$ cat src/rtl/rv_fetch_unit_if.sv
// Fetch-unit bus bundle: instruction-memory request/response channel plus the
// {pc, inst} hand-off to decode. The fetch unit uses the master modport.
interface rv_fetch_unit_if #(
  parameter int ADDR_WIDTH = 32,
  parameter int DATA_WIDTH = 32
);
  logic                  imem_req_valid;
  logic                  imem_req_ready;
  logic [ADDR_WIDTH-1:0] imem_req_addr;
  logic                  imem_rsp_valid;
  logic [DATA_WIDTH-1:0] imem_rsp_data;
  logic                  if_valid;
  logic                  if_ready;
  logic [ADDR_WIDTH-1:0] if_pc;
  logic [DATA_WIDTH-1:0] if_inst;

  modport master (
    output imem_req_valid,
    output imem_req_addr,
    input  imem_req_ready,
    input  imem_rsp_valid,
    input  imem_rsp_data,
    output if_valid,
    output if_pc,
    output if_inst,
    input  if_ready
  );

  modport slave (
    input  imem_req_valid,
    input  imem_req_addr,
    output imem_req_ready,
    output imem_rsp_valid,
    output imem_rsp_data,
    input  if_valid,
    input  if_pc,
    input  if_inst,
    output if_ready
  );
endinterface

$ cat src/rtl/rv_fetch_unit.sv
// Instruction fetch unit: owns the fetch PC, issues imem reads, buffers in-order
// responses and presents {pc, inst} to decode. Option: RV_FETCH_MISALIGN_CHK_EN.
module rv_fetch_unit #(
  parameter int                    ADDR_WIDTH      = 32,
  parameter int                    DATA_WIDTH      = 32,
  parameter logic [ADDR_WIDTH-1:0] RESET_PC        = 32'h0000_0000,
  parameter int                    MAX_OUTSTANDING = 2
) (
  input  logic                  clk,
  input  logic                  rst,
  input  logic                  redirect_valid,
  input  logic [ADDR_WIDTH-1:0] redirect_pc,
  output logic                  fetch_fault,
  rv_fetch_unit_if.master       bus
);

  localparam int CNT_W = $clog2(MAX_OUTSTANDING + 1);
  localparam int PTR_W = (MAX_OUTSTANDING > 1) ? $clog2(MAX_OUTSTANDING) : 1;
  localparam int SUM_W = CNT_W + 1;

  // Handshakes: a transfer happens on a rising edge where valid && ready are both
  // high; valid never depends on ready, and the response channel has no ready
  // (exactly one imem_rsp_valid pulse per accepted request, in request order).

  logic [ADDR_WIDTH-1:0] pc_q;
  logic [CNT_W-1:0]      out_cnt_q;
  logic [CNT_W-1:0]      drop_cnt_q;
  logic [CNT_W-1:0]      fifo_cnt_q;
  logic [PTR_W-1:0]      aq_wr_q;
  logic [PTR_W-1:0]      aq_rd_q;
  logic [PTR_W-1:0]      fifo_wr_q;
  logic [PTR_W-1:0]      fifo_rd_q;
  logic [ADDR_WIDTH-1:0] last_pc_q;
  logic [DATA_WIDTH-1:0] last_inst_q;
  logic                  fault_q;

  logic [ADDR_WIDTH-1:0] aq_mem     [MAX_OUTSTANDING];
  logic [ADDR_WIDTH-1:0] fifo_pc    [MAX_OUTSTANDING];
  logic [DATA_WIDTH-1:0] fifo_inst  [MAX_OUTSTANDING];

  logic                  req_fire;
  logic                  rsp_keep;
  logic                  fifo_pop;
  logic                  fifo_nonempty;
  logic [SUM_W-1:0]      inflight_sum;
  logic                  can_issue;
  logic [ADDR_WIDTH-1:0] redirect_target;
  logic                  misaligned_redirect;

  function automatic logic [PTR_W-1:0] ptr_inc(input logic [PTR_W-1:0] p);
    return (p == PTR_W'(MAX_OUTSTANDING - 1)) ? '0 : p + PTR_W'(1);
  endfunction

`ifdef RV_FETCH_MISALIGN_CHK_EN
  assign redirect_target     = redirect_pc;
  assign misaligned_redirect = redirect_valid && (redirect_pc[1:0] != 2'b00);

  always_ff @(posedge clk) begin
    if (rst) begin
      fault_q <= 1'b0;
    end else if (misaligned_redirect) begin
      fault_q <= 1'b1;
    end
  end
`else
  // Misaligned targets are silently aligned down; no fault is ever raised.
  assign redirect_target     = redirect_pc & ~ADDR_WIDTH'(3);
  assign misaligned_redirect = 1'b0;
  assign fault_q             = 1'b0;
`endif

  assign fetch_fault = fault_q;

  // Dropped and buffered entries both occupy a slot, so a response can never
  // find the output FIFO full.
  assign inflight_sum = SUM_W'(out_cnt_q) + SUM_W'(fifo_cnt_q);
  assign can_issue    = inflight_sum < SUM_W'(MAX_OUTSTANDING);

  assign bus.imem_req_valid = !rst && !redirect_valid && !fault_q && can_issue;
  assign bus.imem_req_addr  = pc_q;

  assign req_fire      = bus.imem_req_valid && bus.imem_req_ready;
  assign rsp_keep      = bus.imem_rsp_valid && (drop_cnt_q == '0) && !redirect_valid;
  assign fifo_nonempty = (fifo_cnt_q != '0);
  assign fifo_pop      = fifo_nonempty && bus.if_ready && !redirect_valid;

  assign bus.if_valid = fifo_nonempty;
  assign bus.if_pc    = fifo_nonempty ? fifo_pc[fifo_rd_q]   : last_pc_q;
  assign bus.if_inst  = fifo_nonempty ? fifo_inst[fifo_rd_q] : last_inst_q;

  always_ff @(posedge clk) begin
    if (rst) begin
      pc_q        <= RESET_PC;
      out_cnt_q   <= '0;
      drop_cnt_q  <= '0;
      fifo_cnt_q  <= '0;
      aq_wr_q     <= '0;
      aq_rd_q     <= '0;
      fifo_wr_q   <= '0;
      fifo_rd_q   <= '0;
      last_pc_q   <= '0;
      last_inst_q <= '0;
    end else begin
      case ({req_fire, bus.imem_rsp_valid})
        2'b10:   out_cnt_q <= out_cnt_q + CNT_W'(1);
        2'b01:   out_cnt_q <= out_cnt_q - CNT_W'(1);
        default: out_cnt_q <= out_cnt_q;
      endcase

      // Empty output keeps showing the last presented pair.
      if (fifo_nonempty) begin
        last_pc_q   <= fifo_pc[fifo_rd_q];
        last_inst_q <= fifo_inst[fifo_rd_q];
      end

      if (redirect_valid) begin
        pc_q       <= redirect_target;
        aq_wr_q    <= '0;
        aq_rd_q    <= '0;
        fifo_wr_q  <= '0;
        fifo_rd_q  <= '0;
        fifo_cnt_q <= '0;
        drop_cnt_q <= out_cnt_q - CNT_W'(bus.imem_rsp_valid);
      end else begin
        if (req_fire) begin
          pc_q    <= pc_q + ADDR_WIDTH'(4);
          aq_wr_q <= ptr_inc(aq_wr_q);
        end

        if (bus.imem_rsp_valid && (drop_cnt_q != '0)) begin
          drop_cnt_q <= drop_cnt_q - CNT_W'(1);
        end

        if (rsp_keep) begin
          aq_rd_q   <= ptr_inc(aq_rd_q);
          fifo_wr_q <= ptr_inc(fifo_wr_q);
        end

        if (fifo_pop) begin
          fifo_rd_q <= ptr_inc(fifo_rd_q);
        end

        case ({rsp_keep, fifo_pop})
          2'b10:   fifo_cnt_q <= fifo_cnt_q + CNT_W'(1);
          2'b01:   fifo_cnt_q <= fifo_cnt_q - CNT_W'(1);
          default: fifo_cnt_q <= fifo_cnt_q;
        endcase
      end
    end
  end

  // Storage arrays carry no reset; occupancy is tracked by the pointers above.
  always_ff @(posedge clk) begin
    if (req_fire) begin
      aq_mem[aq_wr_q] <= pc_q;
    end
    if (rsp_keep) begin
      fifo_pc[fifo_wr_q]   <= aq_mem[aq_rd_q];
      fifo_inst[fifo_wr_q] <= bus.imem_rsp_data;
    end
  end

endmodule

$ cat src/flat_wrapper.sv
// flat-port wrapper written by rule: the top's interface ports become plain ports
module rv_fetch_unit_flat 
#(
  parameter int                    ADDR_WIDTH      = 32,
  parameter int                    DATA_WIDTH      = 32,
  parameter logic [ADDR_WIDTH-1:0] RESET_PC        = 32'h0000_0000,
  parameter int                    MAX_OUTSTANDING = 2
)
  (clk, rst, redirect_valid, redirect_pc, fetch_fault, bus_imem_req_valid, bus_imem_req_addr, bus_imem_req_ready, bus_imem_rsp_valid, bus_imem_rsp_data, bus_if_valid, bus_if_pc, bus_if_inst, bus_if_ready);
  rv_fetch_unit_if #(.ADDR_WIDTH(ADDR_WIDTH), .DATA_WIDTH(DATA_WIDTH)) bus_i ();
  input  logic clk;
  input  logic rst;
  input  logic redirect_valid;
  input  logic [ADDR_WIDTH-1:0] redirect_pc;
  output logic fetch_fault;
  output wire logic [$bits(bus_i.imem_req_valid)-1:0] bus_imem_req_valid;
  output wire logic [$bits(bus_i.imem_req_addr)-1:0] bus_imem_req_addr;
  input wire logic [$bits(bus_i.imem_req_ready)-1:0] bus_imem_req_ready;
  input wire logic [$bits(bus_i.imem_rsp_valid)-1:0] bus_imem_rsp_valid;
  input wire logic [$bits(bus_i.imem_rsp_data)-1:0] bus_imem_rsp_data;
  output wire logic [$bits(bus_i.if_valid)-1:0] bus_if_valid;
  output wire logic [$bits(bus_i.if_pc)-1:0] bus_if_pc;
  output wire logic [$bits(bus_i.if_inst)-1:0] bus_if_inst;
  input wire logic [$bits(bus_i.if_ready)-1:0] bus_if_ready;
  assign bus_imem_req_valid = bus_i.imem_req_valid;
  assign bus_imem_req_addr = bus_i.imem_req_addr;
  assign bus_i.imem_req_ready = bus_imem_req_ready;
  assign bus_i.imem_rsp_valid = bus_imem_rsp_valid;
  assign bus_i.imem_rsp_data = bus_imem_rsp_data;
  assign bus_if_valid = bus_i.if_valid;
  assign bus_if_pc = bus_i.if_pc;
  assign bus_if_inst = bus_i.if_inst;
  assign bus_i.if_ready = bus_if_ready;
  rv_fetch_unit #(.ADDR_WIDTH(ADDR_WIDTH), .DATA_WIDTH(DATA_WIDTH), .RESET_PC(RESET_PC), .MAX_OUTSTANDING(MAX_OUTSTANDING)) u_core (.clk(clk), .rst(rst), .redirect_valid(redirect_valid), .redirect_pc(redirect_pc), .fetch_fault(fetch_fault), .bus(bus_i));
endmodule
$ cat config.mk
export PLATFORM = sky130hd
export DESIGN_NAME = rv_fetch_unit_flat
export DESIGN_NICKNAME = d
export VERILOG_FILES = /design/src/rtl/rv_fetch_unit_if.sv /design/src/rtl/rv_fetch_unit.sv /design/src/flat_wrapper.sv
export SDC_FILE = /design/constraint.sdc
export NUM_CORES = 1
export LEC_CHECK = 0
export BUFFER_PORTS_ARGS = -buffer_cell sky130_fd_sc_hd__buf_2
export CAP_MARGIN = 10
export CORE_MARGIN = 2
export CORE_UTILIZATION = 61
export CTS_CLUSTER_SIZE = 12
export DETAILED_ROUTE_END_ITERATION = 10
export PLACE_DENSITY = 0.92
export SYNTH_ARGS = -nofsm -noshare
export SYNTH_HDL_FRONTEND = slang
export SYNTH_SLANG_ARGS = --single-unit
$ cat constraint.sdc
create_clock -name clk -period 12.4 [get_ports clk]
set_input_delay 0.62 -clock clk [delete_from_list [all_inputs] [get_ports clk]]
set_output_delay 0.62 -clock clk [all_outputs]
set_load 0.02 [all_outputs]
======== Word level (Yosys, flattened, before mapping) ========
Memory sizes are Yosys's and may differ from the RTL's. A register that Yosys moved wholly into a read port is not among the register bits.
Cells that the tools add are included.
storage, ports and cells
  flip-flop bits (word level) ............. 106
  memory bits (writable) .................. 192
  bits of input ports ..................... 70
  memories kept ........................... 3
cells by class
  add/sub/neg operators ................... 12
  $lt $le $gt $ge ......................... 1
  equal/unequal tests ..................... 4
  muxes and demuxes ....................... 22
  reductions and logical operators ........ 18
memory list
  name              depth  width  read ports  clocked after Yosys merged registers in  wr ports  line                 RTL
  u_core.aq_mem     2      32     1           1                                        1         rv_fetch_unit.sv:37  logic [ADDR_WIDTH-1:0] aq_mem [MAX_OUTSTANDING];
  u_core.fifo_inst  2      32     1           1                                        1         rv_fetch_unit.sv:39  logic [DATA_WIDTH-1:0] fifo_inst [MAX_OUTSTANDING];
  u_core.fifo_pc    2      32     1           1                                        1         rv_fetch_unit.sv:38  logic [ADDR_WIDTH-1:0] fifo_pc [MAX_OUTSTANDING];
operators by type and width
  cell                                                                  count
  32-bit two-way mux                                                    4
  32-bit by 3-bit adder with 32-bit output, second input constant       1
  1-bit two-way mux                                                     14
  2-bit nonzero test                                                    6
  1-bit logical AND                                                     8
  2-bit one-hot mux with 2 select lines                                 2
  2-bit by 1-bit subtractor with 2-bit output, second input constant    3
  1-bit adder, second input constant                                    4
  2-bit by 1-bit adder with 2-bit output, second input constant         2
  2-bit by 1-bit == test with 1-bit output, second input constant       2
  2-bit == test, second input constant                                  2
  2-bit two-way mux                                                     2
  2-bit by 2-bit adder with 3-bit output                                1
  3-bit by 2-bit < comparator with 1-bit output, second input constant  1
  1-bit logical NOT                                                     2
  2-bit logical NOT                                                     1
  2-bit OR reduction                                                    1
  2-bit by 1-bit subtractor with 2-bit output                           1

======== Depth between registers and ports, before layout ========
Gate-level depths: netlist of run 1.
  word-level depth ........................ 6
  gate-level depth with buffers ........... 11
  mapped depth without buffers ............ 9

======== Least setup slack after synthesis of run 1 ========
Ideal clock, no wire load.
  kind .................................... input to register
  start point ............................. input redirect_valid
  end point ............................... memory u_core.fifo_inst[0][0] (enable)
  library setup time ...................... 482 ps
  data arrival time ....................... 3961 ps
  data required time ...................... 11918 ps
  path slack .............................. 7957 ps
  cell stages on the path ................. 5
  buffers on the path ..................... 2
  cells stage by stage .................... clkbuf_1 inv_1 clkbuf_1 nand3_1 nor2_1
between the ends
  cells in the longest elaborated chain, start to end .. 4
RTL lines
  item                                     line                  RTL
  start, declared                          flat_wrapper.sv:13    input logic redirect_valid;
  1-bit logical NOT                        rv_fetch_unit.sv:83   assign rsp_keep = bus.imem_rsp_valid && (drop_cnt_q == '0) && !redirect_valid;
  1-bit logical AND                        rv_fetch_unit.sv:83
  1-bit two-way mux                        rv_fetch_unit.sv:157  if (rsp_keep) begin
  1-bit two-way mux (not written as such)  rv_fetch_unit.sv:159  fifo_inst[fifo_wr_q] <= bus.imem_rsp_data;
  end, declared                            rv_fetch_unit.sv:39
Every way passes these cells.

======== Worst setup path after layout of run 1 ========
  start point ............................. register u_core.fifo_cnt_q[0]
  end point ............................... register u_core.out_cnt_q[1]
between the ends
  cells in the longest elaborated chain, start to end .. 6
  elaborated cells on any way between the ends .. 8
  classes of those cells .................. add/sub: 1; order compare: 1; eq/ne: 2; mux: 1; reduce/logical: 3
RTL lines
  item                                                                         line                  RTL
  start, declared                                                              rv_fetch_unit.sv:28   logic [CNT_W-1:0] fifo_cnt_q;
  start signal, assigned                                                       rv_fetch_unit.sv:144  2'b10: fifo_cnt_q <= fifo_cnt_q + CNT_W'(1);
  start signal, assigned                                                       rv_fetch_unit.sv:145  2'b01: fifo_cnt_q <= fifo_cnt_q - CNT_W'(1);
  start signal, assigned                                                       rv_fetch_unit.sv:146  default: fifo_cnt_q <= fifo_cnt_q;
  2-bit by 2-bit adder with 3-bit output (*)                                   rv_fetch_unit.sv:76   assign inflight_sum = SUM_W'(out_cnt_q) + SUM_W'(fifo_cnt_q);
  3-bit by 2-bit < comparator with 1-bit output (*)                            rv_fetch_unit.sv:77   assign can_issue = inflight_sum < SUM_W'(MAX_OUTSTANDING);
  1-bit logical AND (*)                                                        rv_fetch_unit.sv:79   assign bus.imem_req_valid = !rst && !redirect_valid && !fault_q && can_issue;
  1-bit logical AND (*)                                                        rv_fetch_unit.sv:82   assign req_fire = bus.imem_req_valid && bus.imem_req_ready;
  2-bit by 1-bit == test with 1-bit output or 2-bit == test (tied branches)    rv_fetch_unit.sv:104  case ({req_fire, bus.imem_rsp_valid})
  2-bit one-hot mux with 2 select lines or 2-bit nonzero test (tied branches)  -
  end signal, assigned                                                         rv_fetch_unit.sv:105  2'b10: out_cnt_q <= out_cnt_q + CNT_W'(1);
  end signal, assigned                                                         rv_fetch_unit.sv:106  2'b01: out_cnt_q <= out_cnt_q - CNT_W'(1);
  end signal, assigned                                                         rv_fetch_unit.sv:107  default: out_cnt_q <= out_cnt_q;
  end, declared                                                                rv_fetch_unit.sv:26   logic [CNT_W-1:0] out_cnt_q;
Mark *: on every way between the ends. The rest lies on a longest branch, timed or not.
A chain may end at the register's enable or synchronous reset.

==> results of run 1 <==
==> synth_stat cells (4+ instances only) <==
cell	instances
buf_1	4
o311ai_0	5
inv_1	11
nor3_1	11
nand3_1	11
a311oi_1	6
nor2_1	34
o21ai_0	66
xor2_1	8
a211oi_1	11
o31ai_1	4
xnor2_1	9
mux2_2	30
nand2_1	91
nor2b_1	64
and4_1	6
nand4_1	14
or3_1	6
dfxtp_1	106
and3_1	11
buf_2	4
or4_1	12
a21oi_1	10
clkbuf_1	40
edfxtp_1	184
and2_1	5
ha_1	5
buf_4	4
o211ai_1	11
mux2i_1	64
==> power by group through the flow <==
stage | Clock [mW] | Sequential [mW] | Combinational (mW)
after floorplan | 0 | 1.11 | 0.0967
after global placement | 0 | 1.11 | 0.147
after detailed placement | 0 | 1.11 | 0.153
after CTS | 0.789 | 1.09 | 0.156
after global routing | 0.825 | 1.10 | 0.169
final | 0.775 | 1.09 | 0.156
==> worst register-to-register path, cell delays in order, from the launching register on <==
cell and delay [ns]:
dfxtp_1 0.46, and2_1 0.18, fa_1 0.48, or3b_1 0.76, nor2_8 0.34, inv_2 0.17, ha_1 0.35, or3_1 0.36
a21oi_1 0.14
==> cell families after synthesis <==
family | Yosys count
flip-flops | 290
AND/OR/NAND/NOR | 284
AO/OA/AOI/OAI | 126
multiplexers | 94
buffers and inverters | 66
XOR/XNOR | 17
adder cells (fa/ha/maj) | 6
other | 1
==> flip-flops by register name, summed over array words and instances (netlist names), named ones only <==
signal and count:
u_core.fifo_inst 64, u_core.aq_mem 60, u_core.last_inst_q 32, u_core.last_pc_q 32, u_core.aq_wr_q 1, u_core.fifo_pc 60, u_core.fifo_wr_q 1, u_core.out_cnt_q 2
u_core.drop_cnt_q 2, u_core.bus.imem_req_addr 30, u_core.fifo_cnt_q 2, u_core.fifo_rd_q 1, u_core.aq_rd_q 1
==> how the worst min path moves through the flow <==
stage,start,end,cells past startpoint
CTS,bus_imem_rsp_data[22],u_core.fifo_inst[0][22],1
detailed placement,u_core.fifo_rd_q,flop,2
finish,bus_imem_rsp_data[24],u_core.fifo_inst[0][24],1
floorplan,u_core.fifo_rd_q,flop,2
global route,bus_imem_rsp_data[24],u_core.fifo_inst[0][24],1
global placement,u_core.fifo_rd_q,flop,2
==> metal layers <==
metal | vias up | wire length, microns | track usage (%) | part of all wire [%]
met5 | - | 0 | 0 | 0
met2 | 395 | 11400 | 38.5 | 48
met4 | 0 | 762 | 8.95 | 3.2
met1 | 3591 | 9890 | 32.2 | 41
met3 | 69 | 1750 | 3.16 | 7.4
li1 | 3548 | - | - | -
==> cells in the final DEF, fill, tap and decap left out, types with 11 or more instances in the layout <==
| master | Yosys | final |
|---|---|---|
| edfxtp_1 | 184 | 184 |
| buf_2 | 4 | 162 |
| dfxtp_1 | 106 | 105 |
| nand2_1 | 91 | 91 |
| o21ai_0 | 66 | 66 |
| mux2i_1 | 64 | 64 |
| nor2b_1 | 64 | 64 |
| nor2_1 | 34 | 30 |
| mux2_2 | 30 | 30 |
| clkbuf_16 | 0 | 29 |
| clkbuf_1 | 40 | 19 |
| nand4_1 | 14 | 14 |
| or4_1 | 12 | 12 |
| inv_1 | 11 | 11 |
| nand3_1 | 11 | 11 |
| nor3_1 | 11 | 11 |
| and3_1 | 11 | 11 |
| a211oi_1 | 11 | 11 |
| o211ai_1 | 11 | 11 |
==> layout make-up <==
cell class,count,area (sq um)
clock buffers,48,797
clock inverters,6,35.0
fillers,1173,5320
inverters,12,45.0
multi-input cells,530,3560
flip-flops and latches,290,7650
well taps,234,293
repair buffers,172,886
==> stage by stage <==
step | utilization (%) | cells | total power [mW] | hold slack, ns | worst slack (ns)
global route | 71.4 | 1292 | 2.09 | 0.257 | 8.96
global placement | 66.9 | 1238 | 1.26 | 0.481 | 9.27
floorplan | - | 886 | 1.21 | 0.472 | 7.96
CTS | 71.4 | 1292 | 2.04 | 0.258 | 9.14
finish | 71.4 | 1292 | 2.02 | 0.279 | 9.09
detailed placement | 66.9 | 1238 | 1.26 | 0.500 | 9.19
==> results.yml, run 1 <==
layout:
  finalInstanceArea_sq_mm: 0.0133
  synthToLayoutAreaGrowth_pct: 15.8
  diodes: 0
  nNetsFinal: 1111
  drive_gt1_share_pct: 23.7
cts:
  post-cts-setup-buffers: 0
  cts_tree: "built"
  h-tree-depth: 1
  clk_latency_ns: 0.53
  cts_hold_buf: 0
  clk_path_buf_depth: 3
  cts.sink_count: 290
  cts_buffers: 29
  path_clk_slew_ns: 0.06
  cts_resized: 0
  cts_root_buf: "clkbuf_16"
global_route:
  antenna_found_initial: 0
  grt_max_degree: 128
  grt_util_all_layers_pct: 23.4
  grt_pass1_wl_microns: 37500
  grt_pass1_vias: 7163
  overflow: 0
synth:
  synth_top_area_cell: "edfxtp_1"
  synth_top_area_share_pct: 48.2
  muxShareOfSynthArea_pct: 8.54
  yosys.area_share.simple_pct: 13.3
  synth.distinct_cells: 55
  synth_edf_count: 184
  synth-seq-cells: 290
  synth_top_family_by_area: "simple AND/OR/NAND/NOR gates"
  seq_area_frac_synth_pct: 66.8
  postSynthCellCount: 884
  synth_xor_area_share_pct: 1.30
  synth_area_leaders: "edfxtp_1 48%, dfxtp_1 19%, mux2i_1 5.6%"
  synth_compound_area_share_pct: 6.87
  async_flop_share_pct: 0
  ys.flop_type: "edfxtp_1"
  synth_area_sq_mm: 0.0115
  synth_adder_area_share_pct: 0.721
  syn_avg_cell_area_sq_um: 13.0
  yosys_warnings: 0
setup_path:
  reg2reg_slack_ns: 9.09
  cp_num_buf_inv: 1
  critPathKind: "flop to flop"
  cp.depth: 8
  slowest_stage: "or3b_1"
  critPathLaunchType: "flop"
  timing.rr.start: "u_core.fifo_cnt_q[0]"
  cp-end-kind: "flop"
  required_ns: 12.86
  worstPathMaxFanout: 17
  path_cells: "and2_1, fa_1, or3b_1, nor2_8, inv_2, ha_1, or3_1, a21oi_1"
  crit_family: "simple AND/OR/NAND/NOR gates"
  r2r-end: "u_core.out_cnt_q[1]"
  cp.arrival_ns: 3.77
  critPathCapture: "u_core.out_cnt_q[1]"
  crit_path_max_incr_delay_ns: 0.76
  crit_start: "u_core.fifo_cnt_q[0]"
  r2r_cells: 8
placed_design:
  place_area_sq_mm: 0.0124
  hpwl_microns: 14200
  gp_congestion: 0.853
  numPortBuffers: 163
die:
  die_y_microns: 141
  core_area_sq_mm: 0.0186
  num_rows: 50
  num_io_pins: 169
  initial_core_util_pct: 61.7
  die_w_microns: 141
  die_area_sq_mm: 0.0199
routing:
  drc_errors: 0
  final_antenna_net_count: 0
  vias: 7603
  firstDrtPassIters: 6
  wl_per_cell_microns: 18.4
  totalWireLength_microns: 23800
  dr.first_iter.drc_count: 680
  vias_per_cell: 5.88
job:
  cap_violations: 0
timing:
  rsz0062_at_grt: "no"
  slew_headroom_pct: 23.4
  finalHoldViolCount: 0
  worst_pin_slew_ns: 1.15
  finalClockSkew_ns: 0.0124
  fin_tns_setup_ns: 0
  period_share_pct: 26.7
  finalMaxSlewViolations: 0
  setup_viol: 0
  fmax_mhz: 302
  min_period_ns: 3.31
power_and_ir_drop:
  peakVddDrop_v: 0.0000983
  clock_power_share_pct: 38.3
  p_comb_share_pct: 7.7
  intPower_mw: 1.56
  p_per_area_mw_per_mm2: 153
  power.switching_mw: 0.466
  swShare_pct: 23.0
  p_leak_nw: 4.81
  power_frac_seq_pct: 54.0
outcome:
  outcome: "completed"
worst_hold_path:
  hp-class: "input pin to flop"
No activity file was read; power rests on OpenSTA's default activity.
==> run 2, diff against run 1 <==
--- a/config.mk
+++ b/config.mk
@@ -8,10 +8,10 @@
 export BUFFER_PORTS_ARGS = -buffer_cell sky130_fd_sc_hd__buf_2
 export CAP_MARGIN = 10
 export CORE_MARGIN = 2
-export CORE_UTILIZATION = 61
+export CORE_UTILIZATION = 51
 export CTS_CLUSTER_SIZE = 12
 export DETAILED_ROUTE_END_ITERATION = 10
-export PLACE_DENSITY = 0.92
+export PLACE_DENSITY = 0.83
 export SYNTH_ARGS = -nofsm -noshare
 export SYNTH_HDL_FRONTEND = slang
 export SYNTH_SLANG_ARGS = --single-unit
==> constraint.sdc (replaced) <==
create_clock -name clk -period 2.84 [get_ports clk]
set_input_delay 0.142 -clock clk [delete_from_list [all_inputs] [get_ports clk]]
set_output_delay 0.142 -clock clk [all_outputs]
set_load 0.02 [all_outputs]
==> results.yml, run 2 (synthesis gave the netlist of run 1 again) <==
outcome:
  outcome: "completed"
power_and_ir_drop:
  intPower_mw: 7.01
  p_per_area_mw_per_mm2: 641
  p_leak_nw: 5.16
  p_total_mw: 9.06
  peakVddDrop_v: 0.000400
  p_comb_share_pct: 8.7
  power.switching_mw: 2.05
  swShare_pct: 22.6
  power_frac_seq_pct: 52.5
  clock_power_share_pct: 38.9
routing:
  final_antenna_net_count: 0
  firstDrtPassIters: 5
  totalWireLength_microns: 24800
  dr.first_iter.drc_count: 536
  vias_per_cell: 5.45
  wl_per_cell_microns: 17.6
  drc_errors: 0
  vias: 7686
placed_design:
  placed_cells: 1295
  hpwl_microns: 14900
  gp_congestion: 0.800
  numPortBuffers: 163
  pre_cts_ws_ns: 0.178
timing:
  finalHoldViolCount: 0
  hold-worst-slack_ns: 0.0881
  fmax_mhz: 373
  finalMaxSlewViolations: 0
  setup_viol: 0
  worst_pin_slew_ns: 0.810
  finalClockSkew_ns: 0.00863
  min_period_ns: 2.68
  slew_headroom_pct: 46.0
  rsz0062_at_grt: "no"
  period_share_pct: 94.5
  setup_ws_ns: 0.157
setup_path:
  required_ns: 3.29
  cp-end-kind: "flop"
  worstPathMaxFanout: 11
  critPathLaunchType: "flop"
  critPathKind: "flop to flop"
  crit_path_max_incr_delay_ns: 0.49
  crit_family: "simple AND/OR/NAND/NOR gates"
  slowest_stage: "or3b_1"
  cp_num_buf_inv: 1
  cp.arrival_ns: 3.14
  path_cells: "and2_1, fa_1, or3b_1, nor2_8, inv_2, ha_1, or3_1, a21oi_1"
global_route:
  grt_util_all_layers_pct: 20.8
  overflow: 0
  grt_max_degree: 127
  grt_pass1_wl_microns: 39300
  antenna_found_initial: 0
  grt_pass1_vias: 7726
layout:
  synthToLayoutAreaGrowth_pct: 23.4
  final_cell_count_no_fill: 1411
  reg_top3: "u_core.fifo_inst: 64 flops, u_core.aq_mem: 60 flops, u_core.fifo_pc: 60 flops"
  drive_gt1_share_pct: 23.3
  top_register: "u_core.fifo_inst"
  fin_util_pct: 64.4
  nNetsFinal: 1185
  largest_reg_flops: 64
  final_common_cell: "edfxtp_1"
  fill_cells: 1622
  diodes: 0
  final_cell_mix: "184 x edfxtp_1, 162 x buf_2, 105 x dfxtp_1, 91 x nand2_1, 66 x o21ai_0"
cts:
  cts_buffers: 29
  path_clk_slew_ns: 0.06
  cts.sink_count: 290
  clk_latency_ns: 0.53
  cts_root_buf: "clkbuf_16"
  cts_tree: "built"
  h-tree-depth: 1
  clk_path_buf_depth: 3
die:
  num_io_pins: 169
  initial_core_util_pct: 52.2
  die_w_microns: 154
  num_rows: 54
  core_area_sq_mm: 0.0220
  die_y_microns: 154
  die_area_sq_mm: 0.0237
job:
  cap_violations: 0
worst_hold_path:
  hp-class: "input pin to flop"
run 2: changes by cell type in the layout (fill, tap and decap cells not counted), sizes merged:
cell,previous run,this run
dlygate4sd3,0,63
inv,14,12
clkbuf,48,50
bufinv,0,1
clkinv,4,2
buf,172,183
run 2: path summary, 6_finish.rpt:
check | start | to | slack (ns) | cells past startpoint
worst max register to register | u_core.out_cnt_q[0] | u_core.out_cnt_q[1] | 0.16 | 8
worst max-delay path | u_core.out_cnt_q[0] | u_core.out_cnt_q[1] | 0.16 | 8
worst min-delay path | bus_if_ready | flop | 0.09 | 4
worst min register to register | u_core.aq_rd_q | flop | 0.53 | 2
run 2: power by group through the flow:
stage	clock network, mW	logic [mW]	registers (mW)
6_report	3.52	0.785	4.75
5_1_grt	3.76	0.858	4.77
4_1_cts	3.57	0.785	4.75
3_5_place_dp	0	0.711	4.84
3_3_place_gp	0	0.694	4.83
2_1_floorplan	0	0.424	4.84
run 2: stage by stage:
step | TNS (ns) | cell area (sq um)
2_1_floorplan | -13.81 | 11500
3_3_place_gp | 0 | 12600
3_5_place_dp | 0 | 12600
4_1_cts | 0 | 14100
5_1_grt | 0 | 14100
6_report | 0 | 14100
run 2: worst min-delay path: cells and delay by family:
kind,cells,cell delay [ns]
xor gates and xnor gates,1,0.11
buffers and inverters,1,0.09
and+or+nand+nor,2,0.23
run 2: layer usage:
layer,GRT usage (%),wire (microns),up-vias
li1,-,-,3698
met4,6.28,536,0
met1,27.7,10800,3647
met2,35.4,12000,299
met3,3.24,1500,42
met5,0,0,-
run 2: layout make-up:
cell class | instances | area, sq um | area share, %
Inverter | 12 | 45.0 | 0.319
Sequential cell | 290 | 7650 | 54.1
Clock inverter | 3 | 40.0 | 0.283
Clock buffer | 50 | 825 | 5.83
Tap cell | 280 | 350 | 2.48
Timing Repair Buffer | 246 | 1660 | 11.8
Multi-Input combinational cell | 530 | 3560 | 25.2
run 2: what timing repair did:
action / CTS / global route
hold endpoints to repair: 95 / 0
gates resized for setup: 0 / 0
hold buffers: 63 / 0
setup buffers: 0 / 0
